==> config.mk <==
export PLATFORM = sky130hd
export DESIGN_NAME = uart_tx_arbiter_flat
export DESIGN_NICKNAME = d
export VERILOG_FILES = /design/src/rtl/uart_arb_pkg.sv /design/src/rtl/uart_tx_arbiter_if.sv /design/src/rtl/uart_rr_pick.sv /design/src/rtl/uart_tx_arbiter.sv /design/src/flat_wrapper.sv
export SDC_FILE = /design/constraint.sdc
export NUM_CORES = 1
export LEC_CHECK = 0
export BUFFER_PORTS_ARGS = -buffer_cell sky130_fd_sc_hd__buf_2
export CORE_UTILIZATION = 45
export DETAILED_ROUTE_END_ITERATION = 10
export GPL_ROUTABILITY_DRIVEN = 0
export GPL_TIMING_DRIVEN = 0
export PLACE_DENSITY = 0.8
export SYNTH_ARGS = -nofsm -noshare
export SYNTH_HDL_FRONTEND = slang
export SYNTH_SLANG_ARGS = --single-unit
==> constraint.sdc <==
create_clock -name clk -period 3.15 [get_ports clk]
set_input_delay 0 -clock clk [delete_from_list [all_inputs] [get_ports clk]]
set_output_delay 0 -clock clk [all_outputs]
set_load 0.01 [all_outputs]
==> src/rtl/uart_arb_pkg.sv <==
// Shared types for the uart_tx arbiter: FSM state encoding and the
// helper that sizes requester-index fields.
package uart_arb_pkg;

    typedef enum logic [1:0] {
        ST_IDLE   = 2'd0,
        ST_LAUNCH = 2'd1,
        ST_WAIT   = 2'd2
    } state_e;

    // Width of an index into n requesters (never narrower than one bit).
    function automatic int id_width(input int n);
        return (n <= 2) ? 1 : $clog2(n);
    endfunction

endpackage

==> src/rtl/uart_tx_arbiter_if.sv <==
// Bundle of requester-side and uart_tx-side signals of the arbiter.
// slave: the arbiter's view; master: the environment driving it.
interface uart_tx_arbiter_if #(
    parameter int NUM_REQ = 4
);
    import uart_arb_pkg::*;

    localparam int ID_W = id_width(NUM_REQ);

    logic [NUM_REQ-1:0]   req;
    logic [8*NUM_REQ-1:0] req_data;
    logic [NUM_REQ-1:0]   ack;
    logic [NUM_REQ-1:0]   done;
    logic [NUM_REQ-1:0]   err;
    logic                 start_tx;
    logic [7:0]           tx_data;
    logic                 tx_done;
    logic                 busy;
    logic [ID_W-1:0]      grant_id;

    modport slave (
        input  req, req_data, tx_done,
        output ack, done, err, start_tx, tx_data, busy, grant_id
    );

    modport master (
        output req, req_data, tx_done,
        input  ack, done, err, start_tx, tx_data, busy, grant_id
    );

endinterface

==> src/rtl/uart_rr_pick.sv <==
// Combinational round-robin selector: the requester just after
// last_grant has highest priority, ascending with wrap-around.
module uart_rr_pick
    import uart_arb_pkg::*;
#(
    parameter int  NUM_REQ = 4,
    localparam int ID_W    = id_width(NUM_REQ)
) (
    input  logic [NUM_REQ-1:0] req,
    input  logic [ID_W-1:0]    last_grant,
    output logic [ID_W-1:0]    winner,
    output logic               valid
);

    // Scan from lowest to highest priority so the last hit is the winner.
    always_comb begin
        int idx;
        // NOTE: every output gets a default first so no path leaves it unassigned (no latch).
        winner = '0;
        valid  = 1'b0;
        idx    = 0;
        for (int off = NUM_REQ; off >= 1; off--) begin
            idx = int'(last_grant) + off;
            if (idx >= NUM_REQ) idx = idx - NUM_REQ;
            if (req[idx]) begin
                winner = idx[ID_W-1:0];
                valid  = 1'b1;
            end
        end
    end

endmodule

==> src/rtl/uart_tx_arbiter.sv <==
// Round-robin arbiter sharing one uart_tx among NUM_REQ byte requesters.
// Optional feature: define UART_ARB_TIMEOUT_EN to build a tx_done watchdog
// of TIMEOUT_CYCLES WAIT cycles that aborts the transfer with err.
module uart_tx_arbiter
    import uart_arb_pkg::*;
#(
    parameter int NUM_REQ        = 4,
    parameter int TIMEOUT_CYCLES = 65536
) (
    input  logic             clk,
    input  logic             rst,
    uart_tx_arbiter_if.slave bus
);

    localparam int ID_W = id_width(NUM_REQ);

    if (NUM_REQ < 2 || NUM_REQ > 8) begin : g_num_req_chk
        $error("uart_tx_arbiter: NUM_REQ must be within 2..8");
    end
    if (TIMEOUT_CYCLES < 1) begin : g_timeout_chk
        $error("uart_tx_arbiter: TIMEOUT_CYCLES must be at least 1");
    end

    state_e             state_q, state_d;
    logic [NUM_REQ-1:0] ack_q, ack_d;
    logic [NUM_REQ-1:0] done_q, done_d;
    logic               start_tx_q, start_tx_d;
    logic [7:0]         tx_data_q, tx_data_d;
    logic [ID_W-1:0]    grant_id_q, grant_id_d;
    logic [ID_W-1:0]    last_grant_q, last_grant_d;
    logic [ID_W-1:0]    pick_winner;
    logic               pick_valid;

`ifdef UART_ARB_TIMEOUT_EN
    localparam int              CNT_W    = $clog2(TIMEOUT_CYCLES + 1);
    localparam logic [CNT_W-1:0] CNT_LAST = CNT_W'(TIMEOUT_CYCLES - 1);
    logic [NUM_REQ-1:0] err_q, err_d;
    logic [CNT_W-1:0]   cnt_q, cnt_d;
`endif

    uart_rr_pick #(.NUM_REQ(NUM_REQ)) u_pick (
        .req        (bus.req),
        .last_grant (last_grant_q),
        .winner     (pick_winner),
        .valid      (pick_valid)
    );

    // Next-state, grant latch and one-cycle status pulses.
    always_comb begin
        state_d      = state_q;
        ack_d        = '0;
        done_d       = '0;
        start_tx_d   = 1'b0;
        tx_data_d    = tx_data_q;
        grant_id_d   = grant_id_q;
        last_grant_d = last_grant_q;
`ifdef UART_ARB_TIMEOUT_EN
        err_d        = '0;
        cnt_d        = cnt_q;
`endif
        case (state_q)
            ST_IDLE: begin
                if (pick_valid) begin
                    state_d             = ST_LAUNCH;
                    ack_d[pick_winner]  = 1'b1;
                    start_tx_d          = 1'b1;
                    tx_data_d           = bus.req_data[8*int'(pick_winner) +: 8];
                    grant_id_d          = pick_winner;
                    last_grant_d        = pick_winner;
`ifdef UART_ARB_TIMEOUT_EN
                    cnt_d               = '0;
`endif
                end
            end
            // tx_done is deliberately not looked at while launching.
            ST_LAUNCH: state_d = ST_WAIT;
            ST_WAIT: begin
`ifdef UART_ARB_TIMEOUT_EN
                cnt_d = cnt_q + 1'b1;
`endif
                if (bus.tx_done) begin
                    done_d[grant_id_q] = 1'b1;
                    state_d            = ST_IDLE;
                end
`ifdef UART_ARB_TIMEOUT_EN
                else if (cnt_q == CNT_LAST) begin
                    err_d[grant_id_q] = 1'b1;
                    state_d           = ST_IDLE;
                end
`endif
            end
            default: state_d = ST_IDLE;
        endcase
    end

    // State and registered outputs; reset abandons any transfer silently.
    always_ff @(posedge clk or negedge rst) begin
        if (!rst) begin
            state_q      <= ST_IDLE;
            ack_q        <= '0;
            done_q       <= '0;
            start_tx_q   <= 1'b0;
            tx_data_q    <= '0;
            grant_id_q   <= '0;
            last_grant_q <= ID_W'(NUM_REQ - 1);
`ifdef UART_ARB_TIMEOUT_EN
            err_q        <= '0;
            cnt_q        <= '0;
`endif
        end else begin
            // NOTE: non-blocking assignments so every flop samples pre-edge values.
            state_q      <= state_d;
            ack_q        <= ack_d;
            done_q       <= done_d;
            start_tx_q   <= start_tx_d;
            tx_data_q    <= tx_data_d;
            grant_id_q   <= grant_id_d;
            last_grant_q <= last_grant_d;
`ifdef UART_ARB_TIMEOUT_EN
            err_q        <= err_d;
            cnt_q        <= cnt_d;
`endif
        end
    end

    assign bus.ack      = ack_q;
    assign bus.done     = done_q;
    assign bus.start_tx = start_tx_q;
    assign bus.tx_data  = tx_data_q;
    assign bus.grant_id = grant_id_q;
    assign bus.busy     = (state_q != ST_IDLE);
`ifdef UART_ARB_TIMEOUT_EN
    assign bus.err      = err_q;
`else
    assign bus.err      = '0;
`endif

endmodule

==> src/flat_wrapper.sv <==
// flat-port wrapper written by rule: the top's interface ports become plain ports
module uart_tx_arbiter_flat import uart_arb_pkg::*;
#(
    parameter int NUM_REQ        = 4,
    parameter int TIMEOUT_CYCLES = 65536
)
  (clk, rst, bus_req, bus_req_data, bus_tx_done, bus_ack, bus_done, bus_err, bus_start_tx, bus_tx_data, bus_busy, bus_grant_id);
  uart_tx_arbiter_if #(.NUM_REQ(NUM_REQ)) bus_i ();
  input  logic clk;
  input  logic rst;
  input wire logic [$bits(bus_i.req)-1:0] bus_req;
  input wire logic [$bits(bus_i.req_data)-1:0] bus_req_data;
  input wire logic [$bits(bus_i.tx_done)-1:0] bus_tx_done;
  output wire logic [$bits(bus_i.ack)-1:0] bus_ack;
  output wire logic [$bits(bus_i.done)-1:0] bus_done;
  output wire logic [$bits(bus_i.err)-1:0] bus_err;
  output wire logic [$bits(bus_i.start_tx)-1:0] bus_start_tx;
  output wire logic [$bits(bus_i.tx_data)-1:0] bus_tx_data;
  output wire logic [$bits(bus_i.busy)-1:0] bus_busy;
  output wire logic [$bits(bus_i.grant_id)-1:0] bus_grant_id;
  assign bus_i.req = bus_req;
  assign bus_i.req_data = bus_req_data;
  assign bus_i.tx_done = bus_tx_done;
  assign bus_ack = bus_i.ack;
  assign bus_done = bus_i.done;
  assign bus_err = bus_i.err;
  assign bus_start_tx = bus_i.start_tx;
  assign bus_tx_data = bus_i.tx_data;
  assign bus_busy = bus_i.busy;
  assign bus_grant_id = bus_i.grant_id;
  uart_tx_arbiter #(.NUM_REQ(NUM_REQ), .TIMEOUT_CYCLES(TIMEOUT_CYCLES)) u_core (.clk(clk), .rst(rst), .bus(bus_i));
endmodule
======== After elaboration in Yosys (flattened, before gate mapping) ========
Index checks and enable logic that the tools add are counted.
cells by class
  $add $sub $neg .......................... 8
  magnitude comparators ................... 12
  equality and inequality tests ........... 4
  shift operators ......................... 1
  muxes and demuxes ....................... 37
  reduce and logical (&&, ||, !) cells .... 6
operator list
  kind                                                                            number
  32-bit by 4-bit less-than comparator with 1-bit output (second input constant)  4
  32-bit 2-to-1 mux                                                               4
  32-bit by 4-bit >= comparator with 1-bit output (second input constant)         1
  32-bit by 6-bit variable part select with 8-bit output                          1
  32-bit by 4-bit subtractor with 32-bit output (second input constant)           1
  1-bit 2-to-1 mux                                                                16
  4-bit 2-to-1 mux                                                                4
  2-bit 2-to-1 mux                                                                6
  3-bit by 3-bit subtractor with 4-bit output (second input constant)             3
  3-bit >= comparator (second input constant)                                     3
  1-bit binary-select mux with 2-bit select                                       4
  2-bit by 2-bit adder with 3-bit output (second input constant)                  2
  2-bit by 3-bit less-than comparator with 1-bit output (second input constant)   2
  2-bit case mux with 3 select lines                                              1
  2-bit by 3-bit adder with 4-bit output (second input constant)                  1
  1-bit demux with 2-bit select                                                   2
  2-bit by 1-bit >= comparator with 1-bit output (second input constant)          2
  2-bit AND reduction                                                             2
  2-bit by 1-bit adder with 3-bit output (second input constant)                  1
  2-bit by 1-bit == test with 1-bit output (second input constant)                1
  2-bit == test (second input constant)                                           1
  1-bit logical AND                                                               2
  2-bit logical NOT                                                               1
  2-bit by 1-bit inequality test with 1-bit output (second input constant)        1
  other kinds (2)                                                                 2
storage, ports and cells
  bits in registers ....................... 23
  bits of input ports ..................... 39
  word-level logic and storage cells ...... 75

======== Longest topological paths before layout ========
  depth after elaboration ................. 16
  depth in mapped cells ................... 7
  depth with buffers taken out ............ 6

======== Cells and area by module ========
A second synthesis with hierarchy kept.
second synthesis, totals
  cell total of the unflattened synthesis .. 86
  area total of the unflattened synthesis .. 1207.4 um^2
modules (own cells, without submodules)
  module           instances  cells an instance  area an instance (um^2)
  uart_tx_arbiter  1          72                 1116.1
  uart_rr_pick     1          14                 91.3

======== Worst setup path after synthesis ========
OpenSTA, ideal clock, no wires.
  kind .................................... register to register
  start point ............................. register u_core.last_grant_q[1]
  end point ............................... register u_core.tx_data_q[6], in the netlist u_core.bus.tx_data[6]
  library setup time ...................... 0.141 ns
  data arrival time ....................... 1.792 ns
  required time ........................... 3.009 ns
  slack ................................... 1.217 ns
  stages on the path, launching flop included .. 8
  clock period less this slack ............ 1.933 ns
  cells stage by stage .................... dfstp_2 -> mux2_4 -> a22oi_2 -> and2_1 -> buf_6 -> buf_12 -> mux2i_1 -> a211oi_1
between the ends
  longest elaborated chain between the ends .. 11
  elaborated cells on any way between the ends .. 38
  those cells by class .................... add/sub: 8; order compare: 4; shift: 1; mux: 24; reduce/logical: 1
ends and longest elaborated chain
  item                                                                                                              RTL line                text
  start, declared                                                                                                   uart_tx_arbiter.sv:30   logic [ID_W-1:0] last_grant_q, last_grant_d;
  start signal, assigned                                                                                            uart_tx_arbiter.sv:105  last_grant_q <= ID_W'(NUM_REQ - 1);
  start signal, assigned                                                                                            uart_tx_arbiter.sv:118  last_grant_q <= last_grant_d;
  2-bit by 3-bit adder with 4-bit output                                                                            uart_rr_pick.sv:23      idx = int'(last_grant) + off;
  32-bit by 4-bit subtractor with 32-bit output or 32-bit by 4-bit >= comparator with 1-bit output (tied branches)  uart_rr_pick.sv:24      if (idx >= NUM_REQ) idx = idx - NUM_REQ;
  32-bit 2-to-1 mux                                                                                                 uart_rr_pick.sv:24
  1-bit binary-select mux with 2-bit select                                                                         uart_rr_pick.sv:25      if (req[idx]) begin
  1-bit 2-to-1 mux (implied by the code) (2 in a row)                                                               uart_rr_pick.sv:25
  2-bit 2-to-1 mux or 1-bit 2-to-1 mux (tied branches) (4 in a row)                                                 uart_rr_pick.sv:25
  32-bit by 6-bit variable part select with 8-bit output or 2-bit AND reduction (tied branches)                     n/a
  end signal, assigned                                                                                              uart_tx_arbiter.sv:116  tx_data_q <= tx_data_d;
  end, declared                                                                                                     uart_tx_arbiter.sv:28   logic [7:0] tx_data_q, tx_data_d;
Several ways; a longest one is shown, not always the timed one. The select of a mux whose other input is x is not followed.
A chain may end at the register's enable or synchronous reset.

======== Worst setup path after layout ========
  start point ............................. register u_core.last_grant_q[1]
  end point ............................... register u_core.tx_data_q[7], in the netlist u_core.bus.tx_data[7]
The elaborated chain is that of the path after synthesis.

==> impl_metrics.env <==
export IMPL_grt_pass1_wl_um=4170
export IMPL_clkTransAtPathRegs_ns=0.14
export IMPL_power_leakage_nw=0.821
export IMPL_fin_area_sq_um=1600
export IMPL_internal_power_mw=0.763
export IMPL_grt_max_degree=24
export IMPL_reg2reg_slack_ns=0.93
export IMPL_rsz0062_at_grt="false"
export IMPL_synth_area_per_cell_sq_um=10.2
export IMPL_cts_resized=0
export IMPL_diodes=0
export IMPL_core_area_sq_um=2500
export IMPL_power_density_nw_per_um2=813
export IMPL_reg2reg_depth=7
export IMPL_vias=1145
export IMPL_slew_headroom_pct=30.8
export IMPL_synth_area_sq_um=1200
export IMPL_dp_cells=209
export IMPL_yosys_warnings=0
export IMPL_start_kind="flop"
export IMPL_yosys_area_share_xor_xnor_pct=0
export IMPL_fill_cells=219
export IMPL_totalWireLength_um=2800
export IMPL_ant_nets=0
export IMPL_synthMuxAreaShare_pct=8.74
export IMPL_worstPathArrival_ns=2.44
export IMPL_max_vdd_ir_drop_v=0.000412
export IMPL_viasPerCell=5.30
export IMPL_pre_cts_slack_ns=0.973
export IMPL_synth_top_area_share_pct=43.7
export IMPL_grt_overflow_total=0
export IMPL_synthArstFlopShare_pct=100
export IMPL_drv_cap=0
export IMPL_endpoint_kind="flop"
export IMPL_synth_top_family_by_area="compound AO/OA/AOI/OAI gates"
export IMPL_r2r_start="u_core.last_grant_q[1]"
export IMPL_slew_violations=0
export IMPL_grt_pass1_vias=954
export IMPL_die_x_um=53.7
export IMPL_synth_adder_area_share_pct=0
export IMPL_seq_power_share_pct=38.5
export IMPL_skew_ns=0.00614
export IMPL_row_count=18
export IMPL_holdPathStages=3
export IMPL_h_tree_depth=1
export IMPL_synth_area_leaders="dfrtp_1 (44%), a211oi_1 (8.7%), mux2i_1 (7.5%), nor2_1 (5.6%), a21boi_0 (5.0%)"
export IMPL_critPathMaxFanout=10
export IMPL_dieArea_sq_um=2880
export IMPL_fin_util_pct=64.1
export IMPL_required_ns=3.37
export IMPL_drcViolationCount=0
export IMPL_cts_num_sinks=23
export IMPL_area_growth_syn_to_layout_pct=33.2
export IMPL_post_drt_wl_per_cell_um=13.0
export IMPL_highest_layer="met4"
export IMPL_synth_edf_count=0
export IMPL_synthFlopType="dfrtp_1"
export IMPL_syn_inst=118
export IMPL_switchingPower_mw=0.540
export IMPL_min_to="u_core.bus.tx_data[6]"
export IMPL_antenna_found_initial=0
export IMPL_synth_simple_area_share_pct=17.4
export IMPL_cts_setup_buffers=0
export IMPL_postPlaceCellArea_sq_um=1540
export IMPL_fp_dieH_um=53.7
export IMPL_share_comb_of_total_power_pct=50.7
export IMPL_ys_seq_elements=23
export IMPL_nNetsFinal=226
export IMPL_start_util_pct=48.1
export IMPL_fmax_mhz=451
export IMPL_wl_met1_um=1130
export IMPL_stdcell_count=216
export IMPL_whs_ns=0.00659
export IMPL_synth_seq_area_share_pct=48.1
export IMPL_worst_pin_slew_ns=1.03
export IMPL_rr_endpoint="u_core.bus.tx_data[7]"
export IMPL_portBuffers=58
export IMPL_p_total_mw=1.30
export IMPL_hp_start="bus_req_data[30]"
export IMPL_insertion_delay_ns=0.31
export IMPL_crit_type="reg -> reg"
export IMPL_yosys_area_top_type="dfrtp_1"
export IMPL_drive_gt1_share_pct=40.9
export IMPL_tns_ns=0
export IMPL_drt_iter0_markers=16
export IMPL_timing_final_crit_share_pct=70.4
export IMPL_p_clk_share_pct=10.8
export IMPL_finalSetupViolCount=0
export IMPL_cts_buffers=3
export IMPL_outcome="finished clean"
export IMPL_wl_met2_um=1480
export IMPL_fin_ws_ns=0.933
export IMPL_cts_max_path_buffers=2
export IMPL_dr_pass1_iters=4
export IMPL_synth_compound_area_share_pct=18.7
export IMPL_yosysUniqueCellTypes=31
export IMPL_timing_hold_worst_class="in -> reg"
export IMPL_grt_total_usage_pct=20.0
export IMPL_min_period_ns=2.22
export IMPL_cts_tree="built"
export IMPL_ioPinCount=63
export IMPL_wl_met3_um=154
export IMPL_swShare_pct=41.4
export IMPL_report_final_hold_viol_count=0
export IMPL_clock_root_buffer="clkbuf_4"
[critical path, cell delays in order, from the launching register on]
cell and delay [ns]:
dfstp_2 0.62, mux2_4 0.32, a22oi_2 0.35, and2_1 0.20
buf_6 0.14, buf_12 0.13, a211oi_1 0.08, a211oi_1 0.27
[final cells by class]
type                            instances  area (sq um)  share of cell area [%]
Timing Repair Buffer                   61           320                    20.0
Clock inverter                          1          7.51                   0.469
Multi-Input combinational cell         87           554                    34.6
Tap cell                               30          37.5                    2.34
Buffer                                  8          70.1                    4.37
Clock buffer                            3          22.5                    1.41
Sequential cell                        23           578                    36.1
Inverter                                3          11.3                   0.703
[Yosys cell counts (2+ instances only)]
master,number
a211oi_1,14
nand2b_1,3
a21boi_0,8
buf_4,4
dfrtp_1,21
dfstp_2,2
nor2_1,18
nor4b_1,2
a21oi_1,2
nand2_1,8
inv_1,3
or2_2,3
a2111oi_0,2
nor3_1,2
nor3b_1,2
mux2i_1,9
[cells by family after synthesis]
group | after synthesis
buffers and inverters | 11
muxes | 10
other | 1
and+or+nand+nor | 43
AOI/OAI and AO/OA | 30
DFF | 23
[sequential cells by signal (all words and copies together) (netlist names)]
register             flops
u_core.bus.ack           4
u_core.bus.tx_data       8
u_core.bus.start_tx      1
u_core.bus.done          4
u_core.last_grant_q      2
u_core.state_q           2
u_core.bus.grant_id      2
[power by group through the flow]
stage               clock [mW]  sequential, mW  combinational, mW
floorplan                    0           0.546              0.396
global placement             0           0.501              0.635
detailed placement           0           0.507              0.660
CTS                      0.142           0.502              0.665
global route             0.153           0.520              0.732
finish                   0.140           0.501              0.661
[placed cells by master, fill, tap and decap left out, types with 2 or more instances in the layout]
cell type,Yosys,layout
a2111oi_0,2,2
a211oi_1,14,14
a21boi_0,8,8
a21oi_1,2,2
buf_2,1,59
buf_4,4,4
clkbuf_4,0,3
conb_1,1,4
dfrtp_1,21,21
dfstp_2,2,2
dlygate4sd3_1,0,3
inv_1,3,3
mux2i_1,9,9
nand2_1,8,8
nand2b_1,3,3
nor2_1,18,18
nor3_1,2,2
nor3b_1,2,2
nor4b_1,2,2
or2_2,3,3
[metal layers]
layer | up-vias | global-route usage, %
met3 | 4 | 1.69
li1 | 552 | -
met2 | 48 | 35.2
met4 | 0 | 8.33
met5 | - | 0
met1 | 541 | 24.8
[how the worst max path moves through the flow]
| stage | start | end | slack, ns | depth (start not counted) |
|---|---|---|---|---|
| final | u_core.last_grant_q[1] | u_core.bus.tx_data[7] | 0.93 | 7 |
| after global routing | u_core.last_grant_q[1] | u_core.bus.tx_data[7] | 0.83 | 7 |
| after CTS | u_core.last_grant_q[1] | u_core.bus.tx_data[7] | 0.92 | 7 |
| after detailed placement | u_core.last_grant_q[1] | u_core.bus.tx_data[7] | 0.97 | 7 |
| after global placement | u_core.last_grant_q[1] | u_core.bus.tx_data[6] | 1.03 | 7 |
| after floorplan | u_core.last_grant_q[1] | u_core.bus.tx_data[6] | 1.22 | 7 |
[what timing repair did]
| action | CTS | global route |
|---|---|---|
| setup endpoints to repair | 0 | 0 |
| endpoints found under the hold margin | 26 | 0 |
| hold buffers | 3 | 0 |
(Power assumes the default switching activity.)
